--- config.mk ---
export PLATFORM = sky130hd
export DESIGN_NAME = store_rmw_merger_flat
export DESIGN_NICKNAME = d
export VERILOG_FILES = /design/src/rtl/store_rmw_merger_if.sv /design/src/rtl/store_rmw_merger.sv /design/src/flat_wrapper.sv
export SDC_FILE = /design/constraint.sdc
export NUM_CORES = 1
export LEC_CHECK = 0
export CAP_MARGIN = 20
export CORE_ASPECT_RATIO = 1.4
export CORE_MARGIN = 8
export CORE_UTILIZATION = 45
export CTS_BUF_LIST = sky130_fd_sc_hd__clkbuf_8 sky130_fd_sc_hd__clkbuf_16
export CTS_CLUSTER_SIZE = 14
export DETAILED_ROUTE_END_ITERATION = 12
export PLACE_DENSITY = 0.94
export REMOVE_ABC_BUFFERS = 1
export SYNTH_ARGS = -nofsm -noshare
export SYNTH_HDL_FRONTEND = slang
export SYNTH_SLANG_ARGS = --single-unit
--- constraint.sdc ---
create_clock -name clk -period 3.9 [get_ports clk]
set_input_delay 0.585 -clock clk [delete_from_list [all_inputs] [get_ports clk]]
set_output_delay 0.585 -clock clk [all_outputs]
set_load 0.01 [all_outputs]
--- src/rtl/store_rmw_merger_if.sv ---
// Store request port plus word-wide data RAM port for the store read-modify-write merger.
// The slave modport is the merger side; the master modport is the datapath/RAM side.
interface store_rmw_merger_if #(
    parameter int ADDR_W = 30
);
    logic              req_valid;
    logic              req_ready;
    logic [31:0]       req_addr;
    logic [31:0]       req_wdata;
    logic [1:0]        req_size;
    logic              mem_rd_en;
    logic              mem_wr_en;
    logic [ADDR_W-1:0] mem_addr;
    logic [31:0]       mem_wdata;
    logic [31:0]       mem_rdata;
    logic              done;
    logic              misalign_err;

    modport slave (
        input  req_valid, req_addr, req_wdata, req_size, mem_rdata,
        output req_ready, mem_rd_en, mem_wr_en, mem_addr, mem_wdata, done, misalign_err
    );

    modport master (
        output req_valid, req_addr, req_wdata, req_size, mem_rdata,
        input  req_ready, mem_rd_en, mem_wr_en, mem_addr, mem_wdata, done, misalign_err
    );
endinterface

--- src/rtl/store_rmw_merger.sv ---
// Narrows byte/half stores and merges them into a word RAM without byte enables via read-modify-write.
// Latency: sub-word write at T+3, word write at T+1, misalign error pulse at T+1 after accept.
// Backpressure: req_ready only in IDLE; requests offered while busy are ignored, not queued.
module store_rmw_merger #(
    parameter int ADDR_W     = 30,
    parameter bit BIG_ENDIAN = 1'b0
) (
    input  logic               clk,
    input  logic               rst,
    store_rmw_merger_if.slave  bus
);
    localparam logic [2:0] IDLE  = 3'd0;
    localparam logic [2:0] READ  = 3'd1;
    localparam logic [2:0] WAIT  = 3'd2;
    localparam logic [2:0] WRITE = 3'd3;
    localparam logic [2:0] ERR   = 3'd4;

    localparam logic [1:0] SZ_BYTE = 2'b00;
    localparam logic [1:0] SZ_HALF = 2'b01;
    localparam logic [1:0] SZ_WORD = 2'b10;

    typedef struct packed {
        logic [15:0] wdata;
        logic [1:0]  size;
        logic [1:0]  lane;
    } req_t;

    logic [2:0]        state;
    req_t              req_q;
    logic [ADDR_W-1:0] addr_q;
    logic [31:0]       merge_q;
    logic [31:0]       merged;
    logic [1:0]        lane_d;
    logic              misaligned;

    // Halfword lane is held in lane[0]; byte lane uses both bits.
    always_comb begin
        lane_d = bus.req_addr[1:0] ^ {2{BIG_ENDIAN}};
        if (bus.req_size == SZ_HALF) begin
            lane_d = {1'b0, bus.req_addr[1] ^ BIG_ENDIAN};
        end
    end

    always_comb begin
        case (bus.req_size)
            SZ_BYTE: misaligned = 1'b0;
            SZ_HALF: misaligned = bus.req_addr[0];
            SZ_WORD: misaligned = |bus.req_addr[1:0];
            default: misaligned = 1'b1;
        endcase
    end

    always_comb begin
        merged = bus.mem_rdata;
        if (req_q.size == SZ_BYTE) begin
            merged[{req_q.lane, 3'b000} +: 8] = req_q.wdata[7:0];
        end else begin
            merged[{req_q.lane[0], 4'b0000} +: 16] = req_q.wdata;
        end
    end

    always_ff @(posedge clk or posedge rst) begin
        if (rst) begin
            state   <= IDLE;
            req_q   <= '0;
            addr_q  <= '0;
            merge_q <= '0;
        end else begin
            case (state)
                IDLE: begin
                    if (bus.req_valid) begin
                        addr_q <= bus.req_addr[ADDR_W+1:2];
                        req_q  <= '{wdata: bus.req_wdata[15:0], size: bus.req_size, lane: lane_d};
                        if (misaligned) begin
                            state <= ERR;
                        end else if (bus.req_size == SZ_WORD) begin
                            // Full word needs no read; preload the write word directly.
                            merge_q <= bus.req_wdata;
                            state   <= WRITE;
                        end else begin
                            state <= READ;
                        end
                    end
                end
                READ:  state <= WAIT;
                WAIT: begin
                    merge_q <= merged;
                    state   <= WRITE;
                end
                WRITE: state <= IDLE;
                ERR:   state <= IDLE;
                default: state <= IDLE;
            endcase
        end
    end

    assign bus.req_ready    = (state == IDLE);
    assign bus.mem_rd_en    = (state == READ);
    assign bus.mem_wr_en    = (state == WRITE);
    assign bus.done         = (state == WRITE);
    assign bus.misalign_err = (state == ERR);
    assign bus.mem_addr     = addr_q;
    assign bus.mem_wdata    = merge_q;
endmodule

--- src/flat_wrapper.sv ---
// flat-port wrapper written by rule: the top's interface ports become plain ports
module store_rmw_merger_flat 
#(
    parameter int ADDR_W     = 30,
    parameter bit BIG_ENDIAN = 1'b0
)
  (clk, rst, bus_req_valid, bus_req_addr, bus_req_wdata, bus_req_size, bus_mem_rdata, bus_req_ready, bus_mem_rd_en, bus_mem_wr_en, bus_mem_addr, bus_mem_wdata, bus_done, bus_misalign_err);
  store_rmw_merger_if #(.ADDR_W(ADDR_W)) bus_i ();
  input  logic clk;
  input  logic rst;
  input wire logic [$bits(bus_i.req_valid)-1:0] bus_req_valid;
  input wire logic [$bits(bus_i.req_addr)-1:0] bus_req_addr;
  input wire logic [$bits(bus_i.req_wdata)-1:0] bus_req_wdata;
  input wire logic [$bits(bus_i.req_size)-1:0] bus_req_size;
  input wire logic [$bits(bus_i.mem_rdata)-1:0] bus_mem_rdata;
  output wire logic [$bits(bus_i.req_ready)-1:0] bus_req_ready;
  output wire logic [$bits(bus_i.mem_rd_en)-1:0] bus_mem_rd_en;
  output wire logic [$bits(bus_i.mem_wr_en)-1:0] bus_mem_wr_en;
  output wire logic [$bits(bus_i.mem_addr)-1:0] bus_mem_addr;
  output wire logic [$bits(bus_i.mem_wdata)-1:0] bus_mem_wdata;
  output wire logic [$bits(bus_i.done)-1:0] bus_done;
  output wire logic [$bits(bus_i.misalign_err)-1:0] bus_misalign_err;
  assign bus_i.req_valid = bus_req_valid;
  assign bus_i.req_addr = bus_req_addr;
  assign bus_i.req_wdata = bus_req_wdata;
  assign bus_i.req_size = bus_req_size;
  assign bus_i.mem_rdata = bus_mem_rdata;
  assign bus_req_ready = bus_i.req_ready;
  assign bus_mem_rd_en = bus_i.mem_rd_en;
  assign bus_mem_wr_en = bus_i.mem_wr_en;
  assign bus_mem_addr = bus_i.mem_addr;
  assign bus_mem_wdata = bus_i.mem_wdata;
  assign bus_done = bus_i.done;
  assign bus_misalign_err = bus_i.misalign_err;
  store_rmw_merger #(.ADDR_W(ADDR_W), .BIG_ENDIAN(BIG_ENDIAN)) u_core (.clk(clk), .rst(rst), .bus(bus_i));
endmodule
Yosys cells after proc, flatten, opt, wreduce, memory -nomap -nowiden

Index checks and enable logic that the tools add are counted.

Eq/ne operators: 9
Reductions and logical operators: 7
Muxes and demuxes: 13
Add/subtract/negate cells: 2
Shift-type cells: 4

Operators by type and width:

| cell                                                                     | number |
|---|---|
| 32-bit two-way mux                                                       | 4 |
| 32-bit bitwise mux                                                       | 2 |
| 32-bit one-hot mux with 2 select lines                                   | 1 |
| 16-bit by 7-bit variable shift with 32-bit output (first input constant) | 1 |
| 8-bit by 7-bit variable shift with 32-bit output (first input constant)  | 1 |
| 16-bit by 7-bit variable part select with 32-bit output                  | 1 |
| 8-bit by 7-bit variable part select with 32-bit output                   | 1 |
| 5-bit negator with 7-bit output                                          | 2 |
| 3-bit one-hot mux with 3 select lines                                    | 1 |
| 3-bit by 2-bit == test with 1-bit output (second input constant)         | 2 |
| 3-bit two-way mux                                                        | 2 |
| 2-bit logical NOT                                                        | 2 |
| 2-bit two-way mux                                                        | 2 |
| 2-bit != test (second input constant)                                    | 2 |
| 4-bit AND reduction                                                      | 1 |
| 3-bit by 1-bit == test with 1-bit output (second input constant)         | 1 |
| 3-bit == test (second input constant)                                    | 1 |
| 3-bit logical NOT                                                        | 1 |
| 1-bit one-hot mux with 3 select lines                                    | 1 |
| 2-bit by 1-bit == test with 1-bit output (second input constant)         | 1 |
| 2-bit == test (second input constant)                                    | 1 |
| 2-bit by 1-bit != test with 1-bit output (second input constant)         | 1 |
| 2-bit AND reduction                                                      | 1 |
| 2-bit nonzero test                                                       | 1 |
| 2-bit OR reduction                                                       | 1 |

Register bits after elaboration: 85
Bits of input ports: 101

Depth between registers and ports, before layout

Gate-level depths: netlist of the first run.

Depth after elaboration: 5
Gate-level depth with buffers: 8
Depth with buffers taken out: 6

Least setup slack after synthesis of the first run

Ideal clock, no wire load.

Kind: flip-flop to flip-flop
Start: register u_core.req_q[0] (netlist name)
End: register u_core.merge_q[0] (netlist: u_core.bus.mem_wdata[0])
Stages on the path, launching flop included: 8
Arrival: 1.856 ns
Setup time: 0.087 ns
Path buffers: 1
Path slack: 1.957 ns
Cell sequence: dfrtp_1 -> buf_2 -> inv_1 -> ha_1 -> nand3b_1 -> a21oi_1 -> o21ai_0 -> a22oi_1

Word-level cells in the longest chain between the ends: 5
Elaborated cells on any way between the ends: 10

Ends and longest elaborated chain:

| item                                                                                  | line                                           | RTL |
|---|---|---|
| from (decl)                                                                           | store_rmw_merger.sv:29                         | `req_t req_q;` |
| from (signal assigned)                                                                | store_rmw_merger.sv:73                         | `req_q <= '{wdata: bus.req_wdata[15:0], size: bus.req_size, lane: lane_d};` |
| 5-bit negator with 7-bit output (on tied branches)                                    | store_rmw_merger.sv:58, store_rmw_merger.sv:56 |  |
| 16-bit by 7-bit variable part select with 32-bit output, or another cell as far along | store_rmw_merger.sv:58                         | `merged[{req_q.lane[0], 4'b0000} +: 16] = req_q.wdata;` |
| 32-bit bitwise mux (on tied branches)                                                 | store_rmw_merger.sv:58, store_rmw_merger.sv:56 |  |
| 32-bit two-way mux (*)                                                                | store_rmw_merger.sv:55                         | `if (req_q.size == SZ_BYTE) begin` |
| 32-bit one-hot mux with 2 select lines (*)                                            | store_rmw_merger.sv:69                         | `case (state)` |
| to (signal assigned)                                                                  | store_rmw_merger.sv:78                         | `merge_q <= bus.req_wdata;` |
| to (signal assigned)                                                                  | store_rmw_merger.sv:87                         | `merge_q <= merged;` |
| to (decl)                                                                             | store_rmw_merger.sv:31                         | `logic [31:0] merge_q;` |

Mark *: on every way between the ends. The rest lies on a longest branch, timed or not.
A chain may end at the register's enable or synchronous reset.

Worst setup path after layout of the first run

Start: register u_core.req_q[0] (netlist name)
End: register u_core.merge_q[1] (netlist: u_core.bus.mem_wdata[1])

Same word-level chain as after synthesis.

==> results of run 1 <==
cells in the final DEF, fill, tap and decap left out, types with 2 or more instances in the layout:
master / synthesis / layout
o21ai_0: 30 / 30
nand3b_1: 2 / 2
nand2_1: 188 / 187
a211oi_1: 2 / 2
nand4bb_1: 2 / 2
nand3_1: 16 / 16
a221oi_1: 15 / 15
buf_4: 1 / 9
nor2b_1: 2 / 2
clkinv_2: 0 / 2
inv_1: 26 / 25
clkbuf_16: 0 / 9
o22ai_1: 2 / 2
nor4b_1: 2 / 2
o221ai_1: 16 / 16
bufinv_16: 0 / 4
clkdlybuf4s50_1: 0 / 167
dfrtp_1: 85 / 85
o211ai_1: 15 / 15
o21a_1: 2 / 2
a21oi_1: 14 / 14
mux2i_1: 4 / 4
ha_1: 5 / 5
nor3b_1: 3 / 3
a31oi_1: 15 / 15
nor2_1: 12 / 11
cells by family after synthesis:
| kind of cell | synth area share (%) |
|---|---|
| adder cells (fa/ha/maj) | 1.485 |
| multiplexers | 0.9504 |
| AND/OR/NAND/NOR | 23.11 |
| AO/OA/AOI/OAI | 18.09 |
| flip-flops | 50.49 |
| buffers and inverters | 5.880 |
metal layers:
layer | wire (um) | share of wire (%) | vias up | global-route usage [%]
li1 | - | - | 2017 | -
met1 | 5010 | 36 | 2099 | 21.74
met2 | 7184 | 52 | 219 | 38.74
met3 | 1282 | 9.2 | 34 | 7.794
met4 | 430 | 3.1 | 0 | 11.14
met5 | 0 | 0 | - | 0
how the worst max path moves through the flow:
stage	startpoint	to	slack (ns)	depth (start not counted)
5_1_grt	u_core.req_q[0]$_DFFE_PP0P_	u_core.bus.mem_wdata[25]$_DFFE_PP0P_	1.14	6
2_1_floorplan	bus_req_valid	u_core.bus.mem_wdata[0]$_DFFE_PP0P_	0.33	4
4_1_cts	bus_req_size[1]	u_core.bus.mem_wdata[1]$_DFFE_PP0P_	1.33	6
3_3_place_gp	bus_req_size[1]	u_core.bus.mem_wdata[23]$_DFFE_PP0P_	1.20	6
6_report	u_core.req_q[0]$_DFFE_PP0P_	u_core.bus.mem_wdata[1]$_DFFE_PP0P_	1.29	6
3_5_place_dp	bus_req_size[1]	u_core.bus.mem_wdata[1]$_DFFE_PP0P_	1.04	6
report_power, final:
part / total [W] / internal [W] / switching [W]
logic: 0.00250 / 0.00119 / 0.00131
registers: 0.00164 / 0.00132 / 0.000318
clock network: 0.00106 / 0.000708 / 0.000351
flip-flops by register name, summed over array words and instances (netlist names):
| register | cells |
|---|---|
| u_core.bus.mem_wdata | 32 |
| u_core.bus.mem_addr | 30 |
| u_core.req_q | 20 |
| u_core.state | 3 |
cells in the mapped netlist, drive strengths merged, types with 2 or more instances:
cell     instances
a211oi           2
a21oi           14
a221oi          15
a31oi           15
buf             13
clkbuf          23
dfrtp           85
ha               5
inv             26
mux2i            4
nand2          188
nand3           16
nand3b           2
nand4bb          2
nor2            12
nor2b            2
nor3b            3
nor4b            3
o211ai          15
o21a             2
o21ai           31
o221ai          16
o22ai            2
area by class of cell:
cell class,instances,area (um2),area share (%)
Sequential cell,85,2127,33.66
Multi-Input combinational cell,355,1843,29.17
Timing Repair Buffer,176,1739,27.52
Clock buffer,10,239.0,3.782
Tap cell,110,137.6,2.178
Clock inverter,6,133.9,2.119
Inverter,26,98.84,1.564
through the flow:
step | hold WS [ns] | worst slack (ns) | utilization (%)
2_1_floorplan | 0.4683 | 0.3286 | -
3_3_place_gp | 0.4569 | 1.202 | 63.92
3_5_place_dp | 0.4656 | 1.044 | 63.92
4_1_cts | 0.4803 | 1.333 | 67.93
5_1_grt | 0.5107 | 1.135 | 67.93
6_report | 0.4753 | 1.294 | 67.93
worst max-delay path: stages, from the launching register on:
cell and delay [ns]:
dfrtp_1 0.62, inv_1 0.19, ha_1 0.41, nand3b_1 0.18, a21oi_1 0.65, a221oi_1 0.21, a31oi_1 0.25
==> flow_summary_export.csv, run 1 <==
group,metric,value,unit
final_layout,final_cells,768,
final_layout,nNetsFinal,759,
sta,fin_tns_setup,0,ns
sta,drv_slew,0,
worst_setup_path,cp_max_fo,16,
floorplanning,num_rows,42,
hold_path,holdPathStages,2,
worst_setup_path,cp-end-kind,"flip-flop",
detailed_routing,drt-total-wl,13910,um
worst_setup_path,r2r_end,"u_core.bus.mem_wdata[1]$_DFFE_PP0P_",
synthesis,ys_async_sr_fraction,100.0,%
detailed_routing,drcViolationCount,0,
cts,cts_hold_repair.buffers,0,
grt,grtUsageTotal,21.61,%
outcome,status,"completed",
detailed_routing,wire_per_inst,18.11,um
final_layout,post_route_cells_drive_above_1_share,4.559,%
floorplanning,ios,168,
sta,relSlewSlack,43.35,%
synthesis,synthFlopType,"dfrtp_1",
cts,cts_buffer_depth,2,
grt,grt_overflow,0,
synthesis,syn-cell-area,0.004213,mm2
placed_design,placed_cells,752,
cts,cts_buffers,9,
floorplanning,core,0.009301,mm2
cts,cts_tree,"yes",
floorplanning,dieArea,0.01276,mm2
sta,final.setup_skew,0.004629,ns
grt,grt_pass1_vias,4599,
synthesis,synth_top_cell_by_area,"dfrtp_1",
final_layout,diodes,0,
cts,cts-root-buf,"clkbuf_16",
grt,grt_max_degree,61,
cts,h-tree-depth,3,
sta,timing.final.crit_share,66.83,%
power_and_ir_drop,worst_ir_drop_vdd,0.4160,mV
detailed_routing,final_antenna_net_count,0,
worst_setup_path,reg2reg_slack,1.29,ns
synthesis,synth_top_area_share,50.49,%
run,maxCapViolCount,0,
placed_design,place_hpwl,10230,um
floorplanning,die-width,97.78,um
detailed_routing,drt-vias-per-instance,5.689,
detailed_routing,drt-pass1-iter-count,6,
cts,post_cts_buffers,0,
worst_setup_path,critPathLaunchType,"flip-flop",
placed_design,port_buffers,167,
final_layout,final_cell_area,0.006319,mm2
final_layout,nFillCells,683,
sta,clock.fmax,383.7,MHz
synthesis,avgSynthCellArea,8.392,um2
final_layout,area_growth,49.99,%
grt,grt_pass1_wl,22140,um
floorplanning,die_h,130.5,um
sta,finalHoldViolCount,0,
synthesis,ys_seq_elements,85,
synthesis,synthTopCellsByArea,"dfrtp_1 50%, nand2_1 17%, o21ai_0 3.6%",
sta,tightest_slew,0.8261,ns
placed_design,gp_congestion,0.8528,
power_and_ir_drop,p_leak,2.812,nW
worst_setup_path,cp_data_required_time,4.14,ns
synthesis,yosys_warnings,0,
synthesis,synth-edff-count,0,
sta,rsz0062_at_grt,"no",
placed_design,placed_cell_area,0.005946,mm2
worst_setup_path,worst-setup-path-type,"flip-flop to flip-flop",
synthesis,seq_area_frac_synth,50.49,%
cts,cts.reportedPaths.clkPinSlew,0.06,ns
grt,antenna_found_initial,0,
cts,cts.sinks,85,
detailed_routing,drt_iter0_drc,240,
hold_path,worstHoldStart,"u_core.bus.mem_addr[7]$_DFFE_PP0P_",
power_and_ir_drop,powerDensity,823.1,mW/mm2
sta,setup_viol,0,
cts,ctsResizeCount,0,
cts,clk_latency,0.34,ns
hold_path,hp-class,"flip-flop to flip-flop",
synthesis,synth_cell_types,33,
worst_setup_path,crit_arrival,2.85,ns
worst_setup_path,reg2reg_depth,6,
floorplanning,start_util,45.29,%
synthesis,postSynthCellCount,502,
detailed_routing,via_count,4369,
power_and_ir_drop,total_power,0.005201,W
sta,period_needed,2.606,ns
worst_setup_path,worstReg2RegStart,"u_core.req_q[0]$_DFFE_PP0P_",
hold_path,whs_endpoint,"u_core.bus.mem_addr[7]$_DFFE_PP0P_",
Note: power is estimated with default switching activity, not from simulation.
==> inputs of run 2 (changes only) <==
Settings changed: CORE_UTILIZATION 45 to 40, PLACE_DENSITY 0.94 to 0.89.
Clock period 3.9 ns to 2.2 ns, I/O delays scaled along.
==> run 2 against run 1 <==
  * Core utilization shrank 5.5 points
  * Register-to-register slack lost 1.1 ns
  * Clock power increased by 58%
  * Final area rose by 1.7%
  * Power increased by 76%
  * Die area up 11%
  * Global-route usage is 1.4 points lower
  * Critical path type is now flip-flop to output pin
  * Critical path depth down 4
  * Hold slack got worse by 0.14 ns
  * Combinational power is 84% higher
  * Wire length is 0.86% higher
  * Non-clock buffer count grew 7
==> flow_summary_export.csv, run 2 (synthesis gave the netlist of run 1 again) <==
group,metric,value,unit
cts,h-tree-depth,3,
cts,cts-root-buf,"clkbuf_16",
placed_design,placed_cell_area,0.006083,mm2
worst_setup_path,crit_path_end,"bus_req_ready",
worst_setup_path,worstReg2RegStart,"u_core.req_q[1]$_DFFE_PP0P_",
worst_setup_path,crit_cells,2,
placed_design,place_hpwl,10630,um
power_and_ir_drop,worst_ir_drop_vdd,0.7028,mV
floorplanning,dieArea,0.01412,mm2
final_layout,layout_commonest_cell,"nand2_1",
final_layout,post_route_cells_drive_above_1_share,5.714,%
final_layout,largest_reg_flops,32,
detailed_routing,drt-vias-per-instance,5.412,
hold_path,hp-class,"primary input to asynchronous set/reset pin",
worst_setup_path,cp_cell_sequence,"nor3_1, clkdlybuf4s50_1",
sta,final.setup_skew,0.007168,ns
grt,grt_overflow,0,
final_layout,final_cell_area,0.006426,mm2
sta,rsz0062_at_grt,"no",
power_and_ir_drop,p_leak,2.845,nW
detailed_routing,drt_iter0_drc,215,
worst_setup_path,critPathMaxStageDelay,0.59,ns
sta,setup_viol,0,
final_layout,area_growth,52.54,%
cts,cts.reportedPaths.clkPinSlew,0.06,ns
sta,period_needed,2.010,ns
sta,drv_slew,0,
worst_setup_path,worst-setup-path-type,"flip-flop to output pin",
sta,tightest_slew,0.7320,ns
worst_setup_path,critPathLaunchType,"flip-flop",
worst_setup_path,cp_data_required_time,1.87,ns
sta,finalHoldViolCount,0,
grt,grt_max_degree,66,
outcome,status,"completed",
cts,post_cts_buffers,0,
grt,grtUsageTotal,20.17,%
power_and_ir_drop,powerDensity,1424,mW/mm2
worst_setup_path,cp_max_fo,8,
worst_setup_path,critical_path.top_delay_family,"buffers and inverters",
floorplanning,start_util,40.92,%
cts,clk_latency,0.33,ns
floorplanning,num_rows,44,
sta,fin_tns_setup,0,ns
floorplanning,die-width,102.7,um
detailed_routing,wire_per_inst,17.47,um
detailed_routing,final_antenna_net_count,0,
worst_setup_path,reg2reg_depth,6,
detailed_routing,drcViolationCount,0,
cts,cts.sinks,85,
run,maxCapViolCount,0,
placed_design,pre_cts_ws,0.09174,ns
grt,antenna_found_initial,0,
final_layout,diodes,0,
power_and_ir_drop,total_power,0.009149,W
cts,cts_buffers,9,
final_layout,nNetsFinal,766,
worst_setup_path,cp-end-kind,"output pin",
worst_setup_path,path_buf_inv,1,
cts,cts_tree,"yes",
floorplanning,ios,168,
placed_design,gp_congestion,0.8166,
grt,grt_pass1_vias,4564,
floorplanning,die_h,137.4,um
sta,setup_ws,0.1896,ns
detailed_routing,drt-total-wl,14030,um
cts,cts_buffer_depth,2,
sta,hold_ws,0.3365,ns
worst_setup_path,crit_arrival,1.68,ns
final_layout,final_cell_mix,"187 x nand2_1, 167 x clkdlybuf4s50_1, 85 x dfrtp_1, 30 x o21ai_0, 25 x inv_1",
sta,timing.final.crit_share,91.38,%
floorplanning,core,0.01029,mm2
detailed_routing,via_count,4346,
worst_setup_path,r2r_end,"u_core.bus.mem_wdata[15]$_DFFE_PP0P_",
sta,clock.fmax,497.4,MHz
worst_setup_path,reg2reg_slack,0.23,ns
worst_setup_path,cpMaxStageDelayCell,"clkdlybuf4s50_1",
sta,relSlewSlack,51.20,%
worst_setup_path,startpoint,"u_core.state[0]$_DFFE_PP0P_",
placed_design,port_buffers,167,
grt,grt_pass1_wl,22400,um
detailed_routing,drt-pass1-iter-count,5,
-- run 2: cell types whose count changed in the layout (fill, tap and decap cells not counted), sizes merged --
cell / change
clkbuf: +1
clkinv: -1
bufinv: -2
clkinvlp: +1
buf: +7
inv: +1
-- run 2: worst min path at each step --
stage / startpoint / endpoint / slack (ns) / cells past startpoint
floorplan: bus_req_addr[2] / u_core.bus.mem_addr[0]$_DFFE_PP0P_ / 0.44 / 2
global placement: u_core.bus.mem_addr[19]$_DFFE_PP0P_ / u_core.bus.mem_addr[19]$_DFFE_PP0P_ / 0.46 / 2
detailed placement: u_core.bus.mem_addr[15]$_DFFE_PP0P_ / u_core.bus.mem_addr[15]$_DFFE_PP0P_ / 0.46 / 2
CTS: rst / u_core.bus.mem_wdata[27]$_DFFE_PP0P_ / 0.34 / 2
global route: rst / u_core.req_q[19]$_DFFE_PP0P_ / 0.40 / 2
finish: rst / u_core.bus.mem_wdata[27]$_DFFE_PP0P_ / 0.34 / 2
-- run 2: layer usage --
metal	global-route usage [%]	share of wire [%]
met5	0	0
met3	7.284	11
met1	21.37	34
met4	8.475	2.7
met2	35.16	52
-- run 2: area by class of cell --
class	instances	area (um2)
clock buffers	11	252.7
clock inverters	5	81.33
fillers	868	3869
inverters	26	98.84
multi-input cells	355	1848
flip-flops and latches	85	2127
well taps	138	172.7
repair buffers	183	1846
-- run 2: worst reg2reg max path, cell delays in order (launching register included) --
cell      delay [ns]
dfrtp_1         0.38
inv_1           0.11
ha_1            0.38
nand4b_1        0.37
o221ai_1        0.28
o21ai_0         0.16
o211ai_1        0.20
-- run 2: timing repair --
action,4_1_cts,5_1_grt
gates resized for setup,0,2
endpoints found under the hold margin,0,0
hold buffers,0,0
endpoints found under the setup margin,0,2
-- run 2: stage by stage --
stage / util, % / cells
global placement: 59.09 / 787
finish: 62.42 / 803
CTS: 62.34 / 803
floorplan: - / 466
detailed placement: 59.09 / 787
global route: 62.42 / 803
-- run 2: power breakdown --
| part | internal, W | leakage [nW] | switching, W |
|---|---|---|---|
| clock | 0.00106 | 0.162 | 0.000620 |
| sequential | 0.00234 | 1.03 | 0.000520 |
| combinational | 0.00221 | 1.65 | 0.00239 |
